`src/rtl/wb_surfbridge_rackctl_pkg.sv`:
```
// Shared widths, state encoding and helpers for the SURF RACKctl bridge.
// Also imported by the rackctl PHY so both sides agree on transaction layout.
package surf_rackctl_pkg;

    localparam int RACKCTL_READ_BIT = 23;
    localparam int RACKCTL_ADDR_W   = 24;
    localparam int RACKCTL_DATA_W   = 32;
    localparam int WB_ADDR_W        = 23;
    localparam int ERR_CNT_W        = 16;

    typedef enum logic [2:0] {
        IDLE,
        CHECK,
        ISSUE,
        WAIT,
        ACK,
        ERR,
        MODE_SET,
        MODE_WAIT
    } state_e;

    function automatic logic [ERR_CNT_W-1:0] sat_inc(
        input logic [ERR_CNT_W-1:0] v
    );
        return (&v) ? v : v + 1'b1;
    endfunction

endpackage

```
`src/rtl/wb_surfbridge_rackctl_watchdog.sv`:
```
// Free-running wait counter; expires once it has counted 2^TIMEOUT_BITS clocks.
// Clear wins over enable so every wait starts from zero.
module rackctl_watchdog #(
    parameter int TIMEOUT_BITS = 10
) (
    input  logic clk_i,
    input  logic rst_i,
    input  logic clear_i,
    input  logic enable_i,
    output logic expired_o
);

    logic [TIMEOUT_BITS-1:0] cnt_q;
    logic [TIMEOUT_BITS-1:0] cnt_d;

    always_comb begin
        cnt_d = cnt_q;
        if (clear_i) begin
            cnt_d = '0;
        end else if (enable_i) begin
            cnt_d = cnt_q + 1'b1;
        end
    end

    always_ff @(posedge clk_i) begin
        if (rst_i) begin
            cnt_q <= '0;
        end else begin
            cnt_q <= cnt_d;
        end
    end

    assign expired_o = &cnt_q;

endmodule

```
`src/rtl/wb_surfbridge_rackctl.sv`:
```
// Wishbone classic slave turning SURF register accesses into single RACKctl
// transactions, and sequencing RACKctl mode switches ahead of bus traffic.
module wb_surfbridge_rackctl
    import surf_rackctl_pkg::*;
#(
    parameter int          TIMEOUT_BITS = 10,
    parameter logic [31:0] ERR_DATA     = 32'hFFFF_FFFF
) (
    input  logic                      sysclk_i,
    input  logic                      rst_i,
    input  logic                      wb_cyc_i,
    input  logic                      wb_stb_i,
    input  logic                      wb_we_i,
    input  logic [WB_ADDR_W-1:0]      wb_adr_i,
    input  logic [RACKCTL_DATA_W-1:0] wb_dat_i,
    input  logic [3:0]                wb_sel_i,
    output logic                      wb_ack_o,
    output logic                      wb_err_o,
    output logic [RACKCTL_DATA_W-1:0] wb_dat_o,
    input  logic                      mode_req_i,
    output logic                      mode_o,
    output logic                      mode_busy_o,
    output logic [RACKCTL_ADDR_W-1:0] txn_addr_o,
    output logic [RACKCTL_DATA_W-1:0] txn_data_o,
    output logic                      txn_start_o,
    input  logic [RACKCTL_DATA_W-1:0] txn_resp_i,
    input  logic                      txn_done_i,
    input  logic                      txn_err_i,
    output logic [ERR_CNT_W-1:0]      err_count_o
);

    state_e                    state_q, state_d;
    logic                      mode_q, mode_d;
    logic                      busy_q, busy_d;
    logic [RACKCTL_ADDR_W-1:0] addr_q, addr_d;
    logic [RACKCTL_DATA_W-1:0] data_q, data_d;
    logic [RACKCTL_DATA_W-1:0] rdat_q, rdat_d;
    logic [ERR_CNT_W-1:0]      ecnt_q, ecnt_d;

    logic waiting;
    logic wd_expired;

    assign waiting = (state_q == WAIT) || (state_q == MODE_WAIT);

    rackctl_watchdog #(
        .TIMEOUT_BITS(TIMEOUT_BITS)
    ) u_wd (
        .clk_i    (sysclk_i),
        .rst_i    (rst_i),
        .clear_i  (!waiting),
        .enable_i (waiting),
        .expired_o(wd_expired)
    );

    always_comb begin
        state_d = state_q;
        mode_d  = mode_q;
        busy_d  = busy_q;
        addr_d  = addr_q;
        data_d  = data_q;
        rdat_d  = rdat_q;
        ecnt_d  = ecnt_q;
        unique case (state_q)
            IDLE: begin
                // Mode switches pre-empt any pending bus access
                if (mode_req_i != mode_q) begin
                    state_d = MODE_SET;
                end else if (wb_cyc_i && wb_stb_i) begin
                    state_d = CHECK;
                end
            end
            CHECK: begin
                if (wb_sel_i != 4'hF) begin
                    state_d = ERR;
                    if (!wb_we_i) begin
                        rdat_d = ERR_DATA;
                    end
                end else begin
                    addr_d  = {~wb_we_i, wb_adr_i};
                    if (wb_we_i) begin
                        data_d = wb_dat_i;
                    end
                    state_d = ISSUE;
                end
            end
            ISSUE: begin
                state_d = WAIT;
            end
            WAIT: begin
                // Error (PHY or watchdog) takes precedence over done
                if (txn_err_i || wd_expired) begin
                    state_d = ERR;
                    if (addr_q[RACKCTL_READ_BIT]) begin
                        rdat_d = ERR_DATA;
                    end
                end else if (txn_done_i) begin
                    state_d = ACK;
                    if (addr_q[RACKCTL_READ_BIT]) begin
                        rdat_d = txn_resp_i;
                    end
                end
            end
            ACK: begin
                state_d = IDLE;
            end
            ERR: begin
                ecnt_d  = sat_inc(ecnt_q);
                state_d = IDLE;
            end
            MODE_SET: begin
                mode_d  = mode_req_i;
                busy_d  = 1'b1;
                state_d = MODE_WAIT;
            end
            MODE_WAIT: begin
                if (txn_done_i || txn_err_i || wd_expired) begin
                    busy_d  = 1'b0;
                    state_d = IDLE;
                    if (txn_err_i || wd_expired) begin
                        ecnt_d = sat_inc(ecnt_q);
                    end
                end
            end
            default: begin
                state_d = IDLE;
            end
        endcase
    end

    always_ff @(posedge sysclk_i) begin
        if (rst_i) begin
            state_q <= IDLE;
            mode_q  <= 1'b0;
            busy_q  <= 1'b0;
            addr_q  <= '0;
            data_q  <= '0;
            rdat_q  <= '0;
            ecnt_q  <= '0;
        end else begin
            state_q <= state_d;
            mode_q  <= mode_d;
            busy_q  <= busy_d;
            addr_q  <= addr_d;
            data_q  <= data_d;
            rdat_q  <= rdat_d;
            ecnt_q  <= ecnt_d;
        end
    end

    // Terminations are suppressed once the master abandons the cycle
    assign wb_ack_o    = (state_q == ACK) && wb_cyc_i;
    assign wb_err_o    = (state_q == ERR) && wb_cyc_i;
    assign wb_dat_o    = rdat_q;
    assign mode_o      = mode_q;
    assign mode_busy_o = busy_q;
    assign txn_addr_o  = addr_q;
    assign txn_data_o  = data_q;
    assign txn_start_o = (state_q == ISSUE);
    assign err_count_o = ecnt_q;

endmodule

```
`config.mk`:
```
export PLATFORM = sky130hd
export DESIGN_NAME = wb_surfbridge_rackctl
export DESIGN_NICKNAME = d
export VERILOG_FILES = /design/src/rtl/wb_surfbridge_rackctl_pkg.sv /design/src/rtl/wb_surfbridge_rackctl_watchdog.sv /design/src/rtl/wb_surfbridge_rackctl.sv
export SDC_FILE = /design/constraint.sdc
export NUM_CORES = 1
export LEC_CHECK = 0
export ABC_CLOCK_PERIOD_IN_PS = 3900
export CAP_MARGIN = 10
export CORE_AREA = 2 2 105 107
export DETAILED_ROUTE_END_ITERATION = 8
export DIE_AREA = 0 0 107 109
export GPL_ROUTABILITY_DRIVEN = 0
export PLACE_DENSITY = 0.85
export SKIP_LAST_GASP = 1
export SYNTH_ARGS = -nofsm -noshare
export SYNTH_HDL_FRONTEND = slang
export SYNTH_SLANG_ARGS = --single-unit
```
`constraint.sdc`:
```
create_clock -name sysclk_i -period 3.9 [get_ports sysclk_i]
set_clock_uncertainty 0.2 [all_clocks]
set_input_delay 0.78 -clock sysclk_i [delete_from_list [all_inputs] [get_ports sysclk_i]]
set_output_delay 0.78 -clock sysclk_i [all_outputs]
set_load 0.01 [all_outputs]
```
After elaboration in Yosys (flattened, before gate mapping)
Index checks and enable logic that the tools add are counted.
{"block": "totals", "reg_bits": 119, "inputBits": 99, "out_inout_bits": 109, "elab_cells": 70}
{"block": "classes", "addsub": 2, "eq_ne": 16, "mux": 20, "bitwise_logic": 3, "reduce_logical": 21}
{"cell": "2-to-1 mux 32 bit", "n": 6}
{"cell": "one-hot mux 32 bit (2 select lines)", "n": 1}
{"cell": "2-to-1 mux 16 bit", "n": 3}
{"cell": "one-hot mux 16 bit (2 select lines)", "n": 1}
{"cell": "one-hot mux 3 bit (7 select lines)", "n": 1}
{"cell": "2-to-1 mux 3 bit", "n": 6}
{"cell": "adder 16 x 1 -> 16 bit, second input constant", "n": 1}
{"cell": "AND reduction 16 bit", "n": 1}
{"cell": "equality test 3 bit, second input constant", "n": 4}
{"cell": "adder 10 x 1 -> 10 bit, second input constant", "n": 1}
{"cell": "AND reduction 10 bit", "n": 1}
{"cell": "AND reduction 3 bit", "n": 3}
{"cell": "equality test 3 x 2 -> 1 bit, second input constant", "n": 2}
{"cell": "inequality test 2 bit, second input constant", "n": 3}
{"cell": "nonzero test 2 bit", "n": 3}
{"cell": "AND reduction 5 bit", "n": 1}
{"cell": "logical OR 1 bit", "n": 4}
{"cell": "inequality test 2 x 1 -> 1 bit, second input constant", "n": 2}
{"cell": "inequality test 4 bit, second input constant", "n": 1}
{"cell": "AND reduction 2 bit", "n": 2}
{"cell": "OR reduction 2 bit", "n": 2}
{"cell": "equality test 3 x 1 -> 1 bit, second input constant", "n": 1}
{"cell": "logical AND 1 bit", "n": 3}
{"cell": "logical NOT 3 bit", "n": 1}
{"cell": "other kinds (6)", "n": 8}

Depth between registers and ports, before layout
{"block": "depth", "ltp_word": 5, "ltp_mapped": 8, "ltp_nobuf": 6}

Hierarchy
Synthesis repeated with hierarchy kept, for this count alone.
{"block": "hier_totals", "cells_unflattened": 519, "hier_area_um2": 4657.0}
{"mod": "wb_surfbridge_rackctl", "instances": 1, "cells_each": 469, "area_per_inst_um2": 4197.8, "seq_area_each_um2": 2182.1}
{"mod": "rackctl_watchdog", "instances": 1, "cells_each": 50, "area_per_inst_um2": 459.2, "seq_area_each_um2": 200.2}

Least setup slack after synthesis
Ideal clock, no wire load.
{"block": "synth_timing", "path_kind": "input to output", "from": "input wb_cyc_i", "to": "output wb_ack_o", "t_arrival_ns": 1.219, "required_ns": 2.920, "slack_ns": 1.701, "stages": 1, "path_buffers": 0, "path_cell_list": "nor4bb_1"}
{"block": "synth_between", "elab_chain_cells": 1}
{"item": "start, declared", "line_no": "wb_surfbridge_rackctl.sv:11", "text": "input logic wb_cyc_i,"}
{"item": "logical AND 1 bit", "line_no": "wb_surfbridge_rackctl.sv:151", "text": "assign wb_ack_o = (state_q == ACK) && wb_cyc_i;"}
{"item": "end, declared", "line_no": "wb_surfbridge_rackctl.sv:17", "text": "output logic wb_ack_o,"}
Every way passes these cells.

Worst setup path after layout
{"block": "layout_timing", "from": "register state_q[0]", "to": "output wb_err_o"}
{"block": "layout_between", "elab_chain_cells": 2}
{"item": "start, declared", "line_no": "wb_surfbridge_rackctl.sv:32", "text": "state_e state_q, state_d;"}
{"item": "start signal, assigned", "line_no": "wb_surfbridge_rackctl.sv:140", "text": "state_q <= state_d;"}
{"item": "equality test 3 bit", "line_no": "wb_surfbridge_rackctl.sv:152", "text": "assign wb_err_o = (state_q == ERR) && wb_cyc_i;"}
{"item": "logical AND 1 bit", "line_no": "wb_surfbridge_rackctl.sv:152"}
{"item": "end, declared", "line_no": "wb_surfbridge_rackctl.sv:18", "text": "output logic wb_err_o,"}
Every way passes these cells.

==> reports/metrics.yaml <==
run_status:
  status: "finished clean"
pwr:
  p_per_area_nw_per_um2: 490
  ir_drop_mv: 0.297
  p_leak_nw: 2.57
  sw_frac_of_total_pct: 23.3
  seqPwrFrac_pct: 39.0
  p_clk_share_pct: 45.2
  p_int_w: 0.00275
  comb_power_share_pct: 15.8
  switching_power_w: 0.000836
global_routing:
  grt_util_met2_pct: 38.2
  top_usage_layer: "met2"
  grtUsageTotal_pct: 22.6
  grt_max_degree: 40
  use_met1_pct: 26.1
  grt_overflow: 0
  first_global_vias: 4267
  use_met3_pct: 6.46
  antenna_found_initial: 0
  grt_first_pass_wirelength_um: 20700
route:
  viasPerCell: 5.20
  avgRoutedWirePerCell_um: 15.6
  antenna_left: 0
  drt-initial-drc-count: 239
  firstDrtPassIters: 4
  drc: 0
  vias: 4462
  routed_wirelength_um: 13400
logic_synthesis:
  synth_cells: 511
  synth_simple_gate_area_share_pct: 21.7
  synth_edf_count: 0
  synth_compound_area_share_pct: 17.4
  netlist_area_um2: 4600
  ys_types: 46
  syn_nets: 612
  synth_top_area_share_pct: 51.8
  seq_area_frac_synth_pct: 51.8
  yosysMostFrequentCell: "nand2_1"
  yosys.area_share.xor_xnor_pct: 3.43
  synthArstFlopShare_pct: 0
  yosys-top-cells-area: "dfxtp_1, nand2_1, o221a_2"
  yosys-top-cells-count: "nand2_1, dfxtp_1, a21oi_1"
  synth_mux_area_share_pct: 0.435
  synthAdderAreaFrac_pct: 0.544
  yosysWarnings: 0
  syn_avg_cell_area_um2: 9.00
  ys_ff_latch: 119
  yosys_most_used_dff: "dfxtp_1"
  synth_top_family_by_area: "simple AND/OR/NAND/NOR gates"
  synth_top_area_cell: "dfxtp_1"
clock_network:
  path_clk_slew_ns: 0.05
  postCtsSetupBuffers: 0
  clk_latency_ns: 0.50
  cts_buffer_depth: 2
  cts_made_buffers: 17
  cts.sinks: 119
  cts_tree: "built"
  cts_hold_buffers: 0
  cts_resized: 0
  cts-root-buf: "clkbuf_8"
  htreeDepth: 4
timing:
  rsz0062_at_grt: "false"
  whs_ns: 0.253
  slew_headroom_pct: 23.6
  worst_pin_slew_ns: 1.15
  setup_violations: 0
  max_freq_ghz: 0.306
  timing.final.crit_share_pct: 83.7
  report.final.slew_viol_count: 0
  fin_ws_ns: 0.636
  hold_viol_final: 0
  period_needed_ns: 3.26
  tns_ns: 0
min_path:
  hp-class: "reg -> reg"
placed_design:
  dp_slack_ns: 0.778
  io_buffers: 207
  hpwl_um: 9330
worst_setup_path:
  required_ns: 2.92
  crit_path_start_kind: "flip-flop"
  crit_fanout: 16
  crit_type: "reg -> out"
  critPathArrivalTime_ns: 2.28
  critPathCaptureType: "output pin"
flow_run:
  max_cap_viol_count: 0
floorplan:
  die_h_um: 109
  start_util_pct: 43.4
  fp.dieW_um: 107
  pin_count: 208
  rows: 38
  core_area_um2: 10600
  die_area_um2: 11700
final_layout:
  drive_above_1_share_pct: 11.1
  area_growth_pct: 59.2
  antenna_cells: 0
  fin_nets: 807
[routing by layer]
layer  up-vias  wire, µm
li1       2169         -
met1      2081      5430
met2       172      6680
met3        40       875
met4         0       409
met5         -         0
[layout by cell type (no fill, tap or decap), types with 2 or more instances in the layout]
cell type and instances:
bufinv_16 4, nand4_1 13, nand2_1 126, buf_4 6
clkbuf_8 5, o31ai_1 2, or4_1 3, nor3_1 6
dfxtp_1 119, clkbuf_16 16, xnor2_1 5, nor2_1 35
clkdlybuf4s50_1 206, clkinv_2 3, mux2i_1 2, o211ai_1 2
inv_1 7, xor2_1 13, nand3_1 10, ha_1 2
o221a_2 32, clkbuf_1 2, or3_1 2, o21ai_0 5
and3_1 4, a21oi_1 64, nand4_2 2
[power by group through the flow]
stage          combinational, W  sequential [W]  clock [W]
3_3_place_gp           0.000555         0.00142          0
4_1_cts                0.000571         0.00140    0.00165
3_5_place_dp           0.000565         0.00142          0
6_report               0.000567         0.00140    0.00162
5_1_grt                0.000607         0.00141    0.00171
2_1_floorplan          0.000261         0.00142          0
[area by class of cell]
| class | instances | area, µm² |
|---|---|---|
| clock inverter | 8 | 144 |
| sequential | 119 | 2380 |
| tap | 140 | 175 |
| timing repair buffer | 213 | 2110 |
| fill | 785 | 3280 |
| inverter | 7 | 26.3 |
| clock buffer | 23 | 477 |
| multi-input combinational | 348 | 2000 |
[final timing paths]
kind | slack, ns | cells past startpoint | from | endpoint
worst max-delay path | 0.64 | 3 | state_q[0]$_SDFFE_PP0P_ | wb_err_o
worst max register to register | 1.20 | 5 | u_wd.cnt_q[0]$_SDFF_PP0_ | wb_dat_o[10]$_SDFFE_PP0P_
worst min-delay path | 0.25 | 2 | txn_addr_o[7]$_SDFFE_PP0P_ | txn_addr_o[7]$_SDFFE_PP0P_
worst min register to register | 0.25 | 2 | txn_addr_o[7]$_SDFFE_PP0P_ | txn_addr_o[7]$_SDFFE_PP0P_
[logic make-up after synthesis]
| group | count (synthesis) |
|---|---|
| adder cells (fa/ha/maj) | 2 |
| multiplexers | 2 |
| flip-flops | 119 |
| AND/OR/NAND/NOR | 216 |
| AO/OA/AOI/OAI | 110 |
| XOR/XNOR | 18 |
| buffers and inverters | 44 |
[worst max-delay path: stages (launching register included)]
cell,delay [ns]
dfxtp_1,0.61
and2_2,0.34
and3b_1,0.22
clkdlybuf4s50_1,0.61
[registers in the layout (all words and copies together), names as in the netlist]
register,flops
u_wd.cnt_q,10
txn_data_o,32
state_q,3
mode_busy_o,1
mode_o,1
err_count_o,16
txn_addr_o,24
wb_dat_o,32
[through the flow]
stage          area (µm²)  power, W  utilization [%]  instances
4_1_cts              7320   0.00362             69.0        858
3_3_place_gp         6700   0.00197             63.2        827
6_report             7320   0.00359             69.0        858
3_5_place_dp         6700   0.00199             63.2        827
2_1_floorplan        4600   0.00168                -        511
5_1_grt              7320   0.00373             69.0        858
Power figures use the tool's default switching activity.
